## src/rtl/denormalize.sv

```systemverilog
// Sequential right-shift aligner: shifts a mantissa right one bit per clock and
// returns the aligned mantissa together with guard, round and sticky bits.
module denormalize #(
    parameter int WIDTH   = 4,
    parameter int SHIFT_W = 8
) (
    input  logic               clock,
    input  logic               reset,
    input  logic               in_valid,
    output logic               in_ready,
    input  logic [WIDTH-1:0]   in_mantissa,
    input  logic [SHIFT_W-1:0] in_shift,
    output logic               out_valid,
    input  logic               out_ready,
    output logic [WIDTH-1:0]   out_mantissa,
    output logic               out_guard,
    output logic               out_round,
    output logic               out_sticky
);
    localparam int EXT_W = WIDTH + 2;
    localparam int CNT_W = $clog2(EXT_W + 1);
    localparam logic [SHIFT_W-1:0] MAX_SHIFT = SHIFT_W'(EXT_W);

    typedef enum logic [1:0] {IDLE, SHIFT, DONE} state_t;

    state_t             state, state_next;
    logic [EXT_W-1:0]   ext;
    logic               sticky;
    logic [CNT_W-1:0]   count;
    logic [CNT_W-1:0]   clamped;
    logic               accept;

    assign in_ready  = (state == IDLE);
    assign out_valid = (state == DONE);
    assign accept    = in_valid && in_ready;

    // Beyond WIDTH+2 every bit is already in sticky, so longer shifts saturate.
    assign clamped = (in_shift >= MAX_SHIFT) ? CNT_W'(EXT_W) : CNT_W'(in_shift);

    always_comb begin
        state_next = state;
        case (state)
            IDLE:    if (accept)      state_next = SHIFT;
            SHIFT:   if (count == '0) state_next = DONE;
            DONE:    if (out_ready)   state_next = IDLE;
            default: state_next = IDLE;
        endcase
    end

    always_ff @(posedge clock) begin
        if (reset) begin
            state        <= IDLE;
            ext          <= '0;
            sticky       <= 1'b0;
            count        <= '0;
            out_mantissa <= '0;
            out_guard    <= 1'b0;
            out_round    <= 1'b0;
            out_sticky   <= 1'b0;
        end else begin
            state <= state_next;
            case (state)
                IDLE: begin
                    if (accept) begin
                        ext    <= {in_mantissa, 2'b00};
                        sticky <= 1'b0;
                        count  <= clamped;
                    end
                end
                SHIFT: begin
                    if (count != '0) begin
                        sticky <= sticky | ext[0];
                        ext    <= ext >> 1;
                        count  <= count - CNT_W'(1);
                    end else begin
                        // Result registers only change on entry to DONE, so they
                        // hold the last result while the next request shifts.
                        out_mantissa <= ext[EXT_W-1:2];
                        out_guard    <= ext[1];
                        out_round    <= ext[0];
                        out_sticky   <= sticky;
                    end
                end
                default: ;
            endcase
        end
    end
endmodule

```

## config.mk

```make
export PLATFORM = sky130hd
export DESIGN_NAME = denormalize
export DESIGN_NICKNAME = d
export VERILOG_FILES = /design/src/rtl/denormalize.sv
export SDC_FILE = /design/constraint.sdc
export NUM_CORES = 1
export LEC_CHECK = 0
export ABC_AREA = 0
export CELL_PAD_IN_SITES_DETAIL_PLACEMENT = 1
export CELL_PAD_IN_SITES_GLOBAL_PLACEMENT = 1
export CORE_UTILIZATION = 31
export CTS_CLUSTER_SIZE = 40
export DETAILED_ROUTE_END_ITERATION = 10
export PLACE_DENSITY = 0.78
export SETUP_SLACK_MARGIN = 0.02
export SLEW_MARGIN = 10
export SYNTH_ARGS = -nofsm -noshare
export SYNTH_HDL_FRONTEND = slang
export SYNTH_SLANG_ARGS = --single-unit
```

## constraint.sdc

```tcl
create_clock -name clock -period 1.4 [get_ports clock]
set_input_delay 0.28 -clock clock [delete_from_list [all_inputs] [get_ports clock]]
set_output_delay 0.28 -clock clock [all_outputs]
set_load 0.05 [all_outputs]
```

==> results of run 1 <==
final cells by class:
| type | instances | area share (%) |
|---|---|---|
| timing repair buffer | 39 | 31.0 |
| inverter | 6 | 1.55 |
| clock buffer | 3 | 1.55 |
| multi-input combinational | 66 | 36.1 |
| sequential | 19 | 26.8 |
| clock inverter | 1 | 0.345 |
| tap | 31 | 2.67 |
per-stage QoR:
step | std cells | worst slack [ns] | instance area, um2 | utilization, % | hold slack, ns
floorplan | 96 | -0.0919 | 892 | - | 0.416
global placement | 159 | -0.357 | 1340 | 48.9 | 0.484
detailed placement | 159 | -0.406 | 1340 | 48.9 | 0.513
CTS | 164 | 0.0258 | 1420 | 51.9 | 0.485
global route | 165 | -0.0109 | 1450 | 53.0 | 0.425
finish | 165 | 0.0623 | 1450 | 53.0 | 0.410
worst paths after layout:
kind / from / to / slack [ns]
hold reg to reg: ext[5]$_SDFFE_PP0P_ / ext[5]$_SDFFE_PP0P_ / 0.52
setup / recovery: state[0]$_SDFFE_PP0P_ / out_valid / 0.06
setup reg to reg: count[0]$_SDFFE_PP0P_ / out_guard$_SDFFE_PP0P_ / 0.09
hold / removal: in_shift[7] / count[1]$_SDFFE_PP0P_ / 0.41
cells by family after synthesis:
logic type	Yosys count	share of synthesized area (%)
compound gates	25	20.5
fa+ha+maj	2	2.80
buf+inv	11	4.91
flops	19	42.6
mux	10	11.2
simple gates	29	18.0
metal layers:
layer  vias to the layer above  wire (um)
met4                         0         58
met5                         -          0
met2                        22       1410
met1                       431       1170
li1                        426          -
met3                         7         92
registers in the layout, summed over array words and instances (netlist names):
register / count
ext: 6
count: 3
out_mantissa: 4
out_round: 1
state: 2
out_guard: 1
sticky: 1
out_sticky: 1
synth_stat cells (all sizes together), types with 2 or more instances:
library cell	n	share of area [%]
buf	2	1.1
nor2b	3	2.1
a31oi	3	2.1
o41ai	3	3.8
a21oi	6	3.4
nor2	12	5.0
clkbuf	3	1.3
ha	2	2.8
a211oi	4	3.4
inv	6	2.5
mux2i	10	11
nand4	2	1.4
o21ai	3	1.7
nor3	3	1.7
dfxtp	19	43
layout by cell type (no fill, tap or decap), drive strengths merged, types with 4 or more instances in the layout:
master,n
buf,24
a211oi,4
mux2i,10
a21oi,6
nor2,12
inv,6
dfxtp,19
clkdlybuf4s50,11
where the power goes:
part / internal [uW] / switching (uW)
registers: 590 / 51.9
logic: 288 / 279
clock network: 106 / 180
total: 984 / 511
tightest hold or removal path: cells and delay by family:
kind                   cells  cell delay, ns
AOI/OAI and AO/OA          2            0.15
buffers and inverters      1            0.09
and+or+nand+nor            1            0.15
what timing repair did:
| action | in CTS | in global routing |
|---|---|---|
| cloned | 0 | 0 |
| pin swaps | 3 | 7 |
| resized for setup | 15 | 10 |
| setup endpoints to repair | 15 | 19 |
| setup buffers | 1 | 2 |
==> metrics, run 1 <==
Setup CP Type=reg -> out; final RePlAce weighted congestion=0.855; critical path depth=3; Unique masters post-synth=31; DRC=0; # H-tree levels=1; routed via count=886; Fin. Hold Viols=0; Seq/Total Area, Yosys=42.6%; Final Max Slew Viols=0; clock transition at the registers of the reported paths=0.13 ns; Req. time, crit path=1.12 ns; Max Cap Viol=0; flops & latches, synth=19; relative slew slack=79.3%; RSZ-0062 raised after global routing=true; die height=55.6 um; Synth async-reset ratio=0%; routed vias/inst=5.37; Initial Util=32.6%; Worst Hold Class=in -> reg; Arr. time, crit path=1.06 ns; io pins=25; width of the die=55.6 um; later-pin clock latency in the skew report=0.30 ns; met3 Use GR=3.72%; hold path depth=4; Crit path max-delay family=flip-flops; Clock Tree Root=clkbuf_4; Clock Skew=0.0169 ns; f_max=0.748 GHz; final wirelength=2730 um; P&R area growth vs syn=62.6%; initial antenna violation count=0; largest net degree at the start of global routing=16; GRT overflow=0; Main synth FF type=dfxtp_1; CP Buf/Inv Count=2; Hold Buf Count CTS=0; Ys Warns=0; first-pass GRT wire length=4740 um; Tot GR Track Use=19.7%; total power=1500 uW; CTS tree=built; DIE AREA=3100 um2; maximum vdd drop=0.625 mV; Setup TNS=0 ns; share of cells above drive strength 1=34.3%; CP max stage cell=dfxtp_4; sequential standard cell area=389 um2; # fillers=298; Lkg Pwr=0.000573 uW; CTS buffer count=3; outcome=finished clean; pwr dens=1030 nW/um2; crit path max fanout=7; TritonRoute pass-1 iters=4; HPWL Detailed=2000 um; met1 usage=24.8%; CTS Buffer Depth=2; Wirelength per Cell=16.5 um; CP Capture Type=output pin; IO buf count=24; final period utilization=95.6%; row cnt=19; Startpoint Class=register; cell count after synthesis=96; CTS sink cnt=19; reg2reg path depth=5; CP Cell Sequence=buf_6 > nor2_4 > buf_12; M2 GR Usage=32.0%; core area=2730 um2; fin crit period=1.34 ns; Mean Syn Cell Area=9.29 um2; CP peak stage delay=0.38 ns; Mapped Nets=114; fin nets=153; GRT busiest layer=met2; vias in the first global route=997; Synth Cell Area=892 um2; 1st-iter DRT viols=23; Antenna diodes=0; EDFF count, synth=0; post-detailed-route count of antenna-violating nets=0; area of the multi-input gates=523 um2; worst-margin pin slew=0.310 ns; Finish-stage setup viols=0
(Power assumes the default switching activity.)
==> inputs of run 2 (changes only) <==
Settings changed: CORE_UTILIZATION 31 to 37, PLACE_DENSITY 0.78 to 0.86, SLEW_MARGIN 10 to default.
Clock period 1.4 ns to 1.7 ns, I/O delays scaled along.
==> metrics, run 2 (synthesis gave the netlist of run 1 again) <==
clock power share=20.6% (+1.4 points); fin crit period=1.56 ns; routed vias/inst=5.38 (about the same); share of cells above drive strength 1=20.2% (-14 points); Regs by FF count=ext (6), out_mantissa (4), count (3); final wirelength=2290 um (-16%); Initial Util=39.9% (+7.3 points); vias in the first global route=792 (-21%); Clock Skew=0.00265 ns (-0.0142 ns); Finished Cell Area=1220 um2 (-16%); DIE AREA=2610 um2 (-16%); Int Pwr=743 uW (-24%); routed via count=817 (-7.8%); CTS buffer count=3 (unchanged); CTS Buffer Depth=2 (unchanged); Post-CTS Setup Bufs=0 (-1); Max Cap Viol=0 (unchanged); Req. time, crit path=1.36 ns (+0.24 ns); io pins=25 (unchanged); clock transition at the registers of the reported paths=0.11 ns (-0.02 ns); P&R area growth vs syn=36.6%; 1st-iter DRT viols=2 (-91%); final RePlAce weighted congestion=0.816 (-4.6%); RSZ-0062 raised after global routing=false; GRT overflow=0 (unchanged); Most flops, register=ext; Fin. Hold Viols=0 (unchanged); later-pin clock latency in the skew report=0.30 ns (about the same); hold path depth=2 (-2); fin nets=143 (-6.5%); outcome=finished clean; Hold Buf Count CTS=0 (unchanged); Worst Hold Class=reg -> reg; Setup CP Type=reg -> out; total power=1120 uW (-25%); pwr dens=916 nW/um2 (-11%); initial antenna violation count=0 (unchanged); die height=51.1 um (-8.2%); Reg power frac=47.2% (+4.3 points); Arr. time, crit path=1.22 ns (+0.16 ns); Finish-stage setup viols=0 (unchanged); Wirelength per Cell=15.1 um (-8.9%); core area=2230 um2 (-18%); worst-margin pin slew=0.406 ns (+0.0957 ns); Lkg Pwr=0.000468 uW (-18%); Tot GR Track Use=20.2% (+0.55 points); row cnt=17 (-2); Setup WS post-layout=0.142 ns (+0.0801 ns); largest net degree at the start of global routing=14 (-2); HPWL Detailed=1730 um (-13%); final period utilization=91.6%; commonest non-fill, non-tap cell in the layout=dfxtp_1; width of the die=51.1 um (-8.2%); IO buf count=24 (unchanged); CTS tree=built; crit path max fanout=8 (+1); f_max=0.642 GHz; P_sw=373 uW (-27%); post-detailed-route count of antenna-violating nets=0 (unchanged); Gate power share=32.2% (-5.7 points); first-pass GRT wire length=3770 um (-21%); WHS=0.510 ns (+0.100 ns); reg2reg path depth=5 (unchanged); Antenna diodes=0 (unchanged); maximum vdd drop=0.637 mV (+1.9%); switching portion of total power=33.4% (-0.74 points); Clock Tree Root=clkbuf_4; relative slew slack=72.9% (-6.4 points); Setup TNS=0 ns (unchanged); TritonRoute pass-1 iters=4 (unchanged); Final Max Slew Viols=0 (unchanged); Post-Place Setup Slack=-0.164 ns (+0.242 ns); post_cts resized=1 (-14); # H-tree levels=1 (unchanged); max reg flops=6 (unchanged); most frequent cells in the layout=dfxtp_1 (18), clkdlybuf4s50_1 (15), buf_4 (12); CP Capture Type=output pin; DRC=0 (unchanged); Startpoint Class=register; placed cell areas=1190 um2 (-11%); CTS sink cnt=19 (unchanged)
## run 2: cell count changes in the layout (fill, tap and decap cells not counted), moves of 3 or more
| cell | previous run | this run |
|---|---|---|
| buf_12 | 9 | 2 |
| clkdlybuf4s50_1 | 11 | 15 |
| inv_1 | 3 | 6 |
| inv_2 | 3 | 0 |
## run 2: worst paths after layout
check                             start                     to  slack [ns]
hold reg to reg     ext[5]$_SDFFE_PP0P_    ext[5]$_SDFFE_PP0P_        0.51
hold / removal      ext[5]$_SDFFE_PP0P_    ext[5]$_SDFFE_PP0P_        0.51
setup reg to reg  count[0]$_SDFFE_PP0P_  count[0]$_SDFFE_PP0P_        0.19
setup / recovery  state[1]$_SDFFE_PP0P_              out_valid        0.14
## run 2: power groups by stage
stage | clock network [uW] | logic (uW) | registers, uW
4_1_cts | 234 | 359 | 526
2_1_floorplan | 0 | 211 | 534
5_1_grt | 245 | 392 | 533
3_3_place_gp | 0 | 342 | 533
3_5_place_dp | 0 | 357 | 536
6_report | 230 | 360 | 527
## run 2: final cells by class
class | count | area [um2]
fill | 267 | 1010
multi-input combinational | 66 | 473
sequential | 19 | 382
timing repair buffer | 29 | 280
tap | 28 | 35.0
clock buffer | 4 | 26.3
inverter | 6 | 22.5
## run 2: through the flow
step,cells,util [%]
2_1_floorplan,96,-
3_3_place_gp,148,53.1
3_5_place_dp,148,53.1
4_1_cts,152,54.4
5_1_grt,152,54.6
6_report,152,54.6
## run 2: critical path: stages, from the launching register on
cell and delay (ns):
dfxtp_2 0.41, inv_1 0.15, nor2_2 0.20, buf_12 0.16
## run 2: layer usage
| layer | vias up | GRT usage, % | wire [um] |
|---|---|---|---|
| met4 | 0 | 11.1 | 46 |
| met2 | 20 | 31.6 | 1070 |
| met1 | 386 | 26.0 | 1060 |
| met5 | - | 0 | 0 |
| met3 | 4 | 3.87 | 118 |
| li1 | 407 | - | - |
==> inputs of run 3 (changes only) <==
Settings changed: CORE_MARGIN from default to 2.
==> metrics, run 3 (synthesis gave the netlist of run 1 again) <==
outcome=finished clean; first-pass GRT wire length=3880 um (+2.9%); DRC=0 (unchanged); row cnt=17 (unchanged); initial antenna violation count=0 (unchanged); CTS sink cnt=19 (unchanged); placed insts=148 (unchanged); RSZ-0062 raised after global routing=false; routed vias/inst=5.47 (+1.8%); DIE AREA=2820 um2 (+8.0%); Hold Buf Count CTS=0 (unchanged); core area=2250 um2 (+0.95%); worst reg-to-reg setup slack=0.16 ns (-0.03 ns); total power=1110 uW (-0.16%); Non-Filler Instances=152 (unchanged); CP peak stage delay=0.56 ns (+0.15 ns); final wirelength=2380 um (+4.2%); largest net degree at the start of global routing=13 (-1); Crit path max-delay family=simple AND/OR/NAND/NOR gates; worst-margin pin slew=0.364 ns (-0.0421 ns); reg2reg path depth=5 (unchanged); Final Max Slew Viols=0 (unchanged); commonest non-fill, non-tap cell in the layout=dfxtp_1; 1st-iter DRT viols=13 (+11); hold path depth=2 (unchanged); Arr. time, crit path=1.85 ns (+0.63 ns); HPWL Detailed=1810 um (+4.9%); routed via count=832 (+1.8%); later-pin clock latency in the skew report=0.30 ns (about the same); TritonRoute pass-1 iters=4 (unchanged); GRT overflow=0 (unchanged); Max Cap Viol=0 (unchanged); Most flops, register=ext; vias in the first global route=834 (+5.3%); CP Cell Sequence=clkdlybuf4s50_1 > or4_4 > o41ai_2 > o221a_1; Clock Skew=0.00236 ns (-0.000293 ns); Wirelength per Cell=15.7 um (+4.2%); Initial Util=39.6% (-0.38 points); crit path max fanout=3 (-5); IO buf count=24 (unchanged); reg2reg end=out_sticky$_SDFFE_PP0P_; Antenna diodes=0 (unchanged); relative slew slack=75.7% (+2.8 points); Tot GR Track Use=19.2% (-0.98 points); most frequent cells in the layout=dfxtp_1 (18), clkdlybuf4s50_1 (15), buf_4 (12); crit path launch=in_shift[7]; Final Core Density=53.9% (-0.63 points); Startpoint Class=input pin; fin nets=143 (unchanged); post-detailed-route count of antenna-violating nets=0 (unchanged); Hold Crit Start=ext[0]$_SDFFE_PP0P_; CP Capture Type=register; Fin. Hold Viols=0 (unchanged); CP max stage cell=or4_4; P&R area growth vs syn=36.3%; share of cells above drive strength 1=19.4% (-0.81 points); width of the die=53.1 um (+3.9%); Clock Tree Root=clkbuf_4; Req. time, crit path=1.95 ns (+0.59 ns); Worst Hold Class=reg -> reg; CTS Buffer Depth=2 (unchanged); Post-Place Setup Slack=-0.214 ns (-0.0495 ns); hold endpoint=ext[0]$_SDFFE_PP0P_; fin crit period=1.61 ns (+0.0491 ns); pwr dens=916 nW/um2 (about the same); final RePlAce weighted congestion=0.862 (+5.6%); Regs by FF count=ext (6), out_mantissa (4), count (3); CTS tree=built; Setup WS post-layout=0.0934 ns (-0.0491 ns); final period utilization=94.5% (+2.9 points); max reg flops=6 (unchanged); io pins=25 (unchanged); CP Buf/Inv Count=1 (-1); CTS buffer count=3 (unchanged); # H-tree levels=1 (unchanged); Setup CP Type=in -> reg; clock transition at the registers of the reported paths=0.10 ns (about the same); die height=53.1 um (+3.9%); Finish-stage setup viols=0 (unchanged); Reg-to-Reg Start=count[0]$_SDFFE_PP0P_; Lkg Pwr=0.000469 uW (about the same); maximum vdd drop=0.575 mV (-9.7%); Setup TNS=0 ns (unchanged); f_max=0.622 GHz (-3.1%)
-- run 3: worst min-delay path, delay by kind of cell (launching register included) --
kind            cells  cell delay, ns
flops               1            0.34
compound gates      2            0.13
-- run 3: worst max path at each step --
| stage | slack (ns) | to | cells after the start |
|---|---|---|---|
| floorplan | 0.15 | in_ready | 2 |
| global placement | -0.13 | count[0]$_SDFFE_PP0P_ | 4 |
| detailed placement | -0.21 | count[0]$_SDFFE_PP0P_ | 4 |
| CTS | 0.08 | count[0]$_SDFFE_PP0P_ | 5 |
| global route | 0.03 | out_sticky$_SDFFE_PP0P_ | 5 |
| finish | 0.09 | count[0]$_SDFFE_PP0P_ | 4 |
-- run 3: report_power, final --
| part | leakage [uW] | internal [uW] | switching [uW] |
|---|---|---|---|
| Clock | 0.0000150 | 91.5 | 137 |
| Combinational | 0.000298 | 167 | 194 |
| Sequential | 0.000156 | 484 | 41.0 |
| Total | 0.000469 | 743 | 372 |
-- run 3: cell type report --
type                    instances  area, um2
inverters                       6       22.5
clock buffers                   4       26.3
flip-flops and latches         19        382
fillers                       266       1040
repair buffers                 29        280
multi-input cells              66        470
well taps                      28       35.0
-- run 3: through the flow --
step / hold slack [ns] / cell area (um2)
2_1_floorplan: 0.460 / 892
3_3_place_gp: 0.477 / 1190
3_5_place_dp: 0.486 / 1190
4_1_cts: 0.508 / 1210
5_1_grt: 0.540 / 1220
6_report: 0.506 / 1220
-- run 3: what timing repair did --
action | 4_1_cts | 5_1_grt
endpoints found under the hold margin | 0 | 0
setup endpoints to repair | 1 | 5
gates resized for setup | 1 | 1
buffers inserted | 0 | 0
pin swaps | 0 | 0
-- run 3: routing by layer --
| layer | GRT usage (%) | share of wire, % | vias to the layer above |
|---|---|---|---|
| met1 | 24.4 | 46 | 399 |
| li1 | - | - | 409 |
| met2 | 31.9 | 48 | 19 |
| met4 | 7.26 | 1.6 | 0 |
| met3 | 3.95 | 4.4 | 5 |
| met5 | 0 | 0 | - |
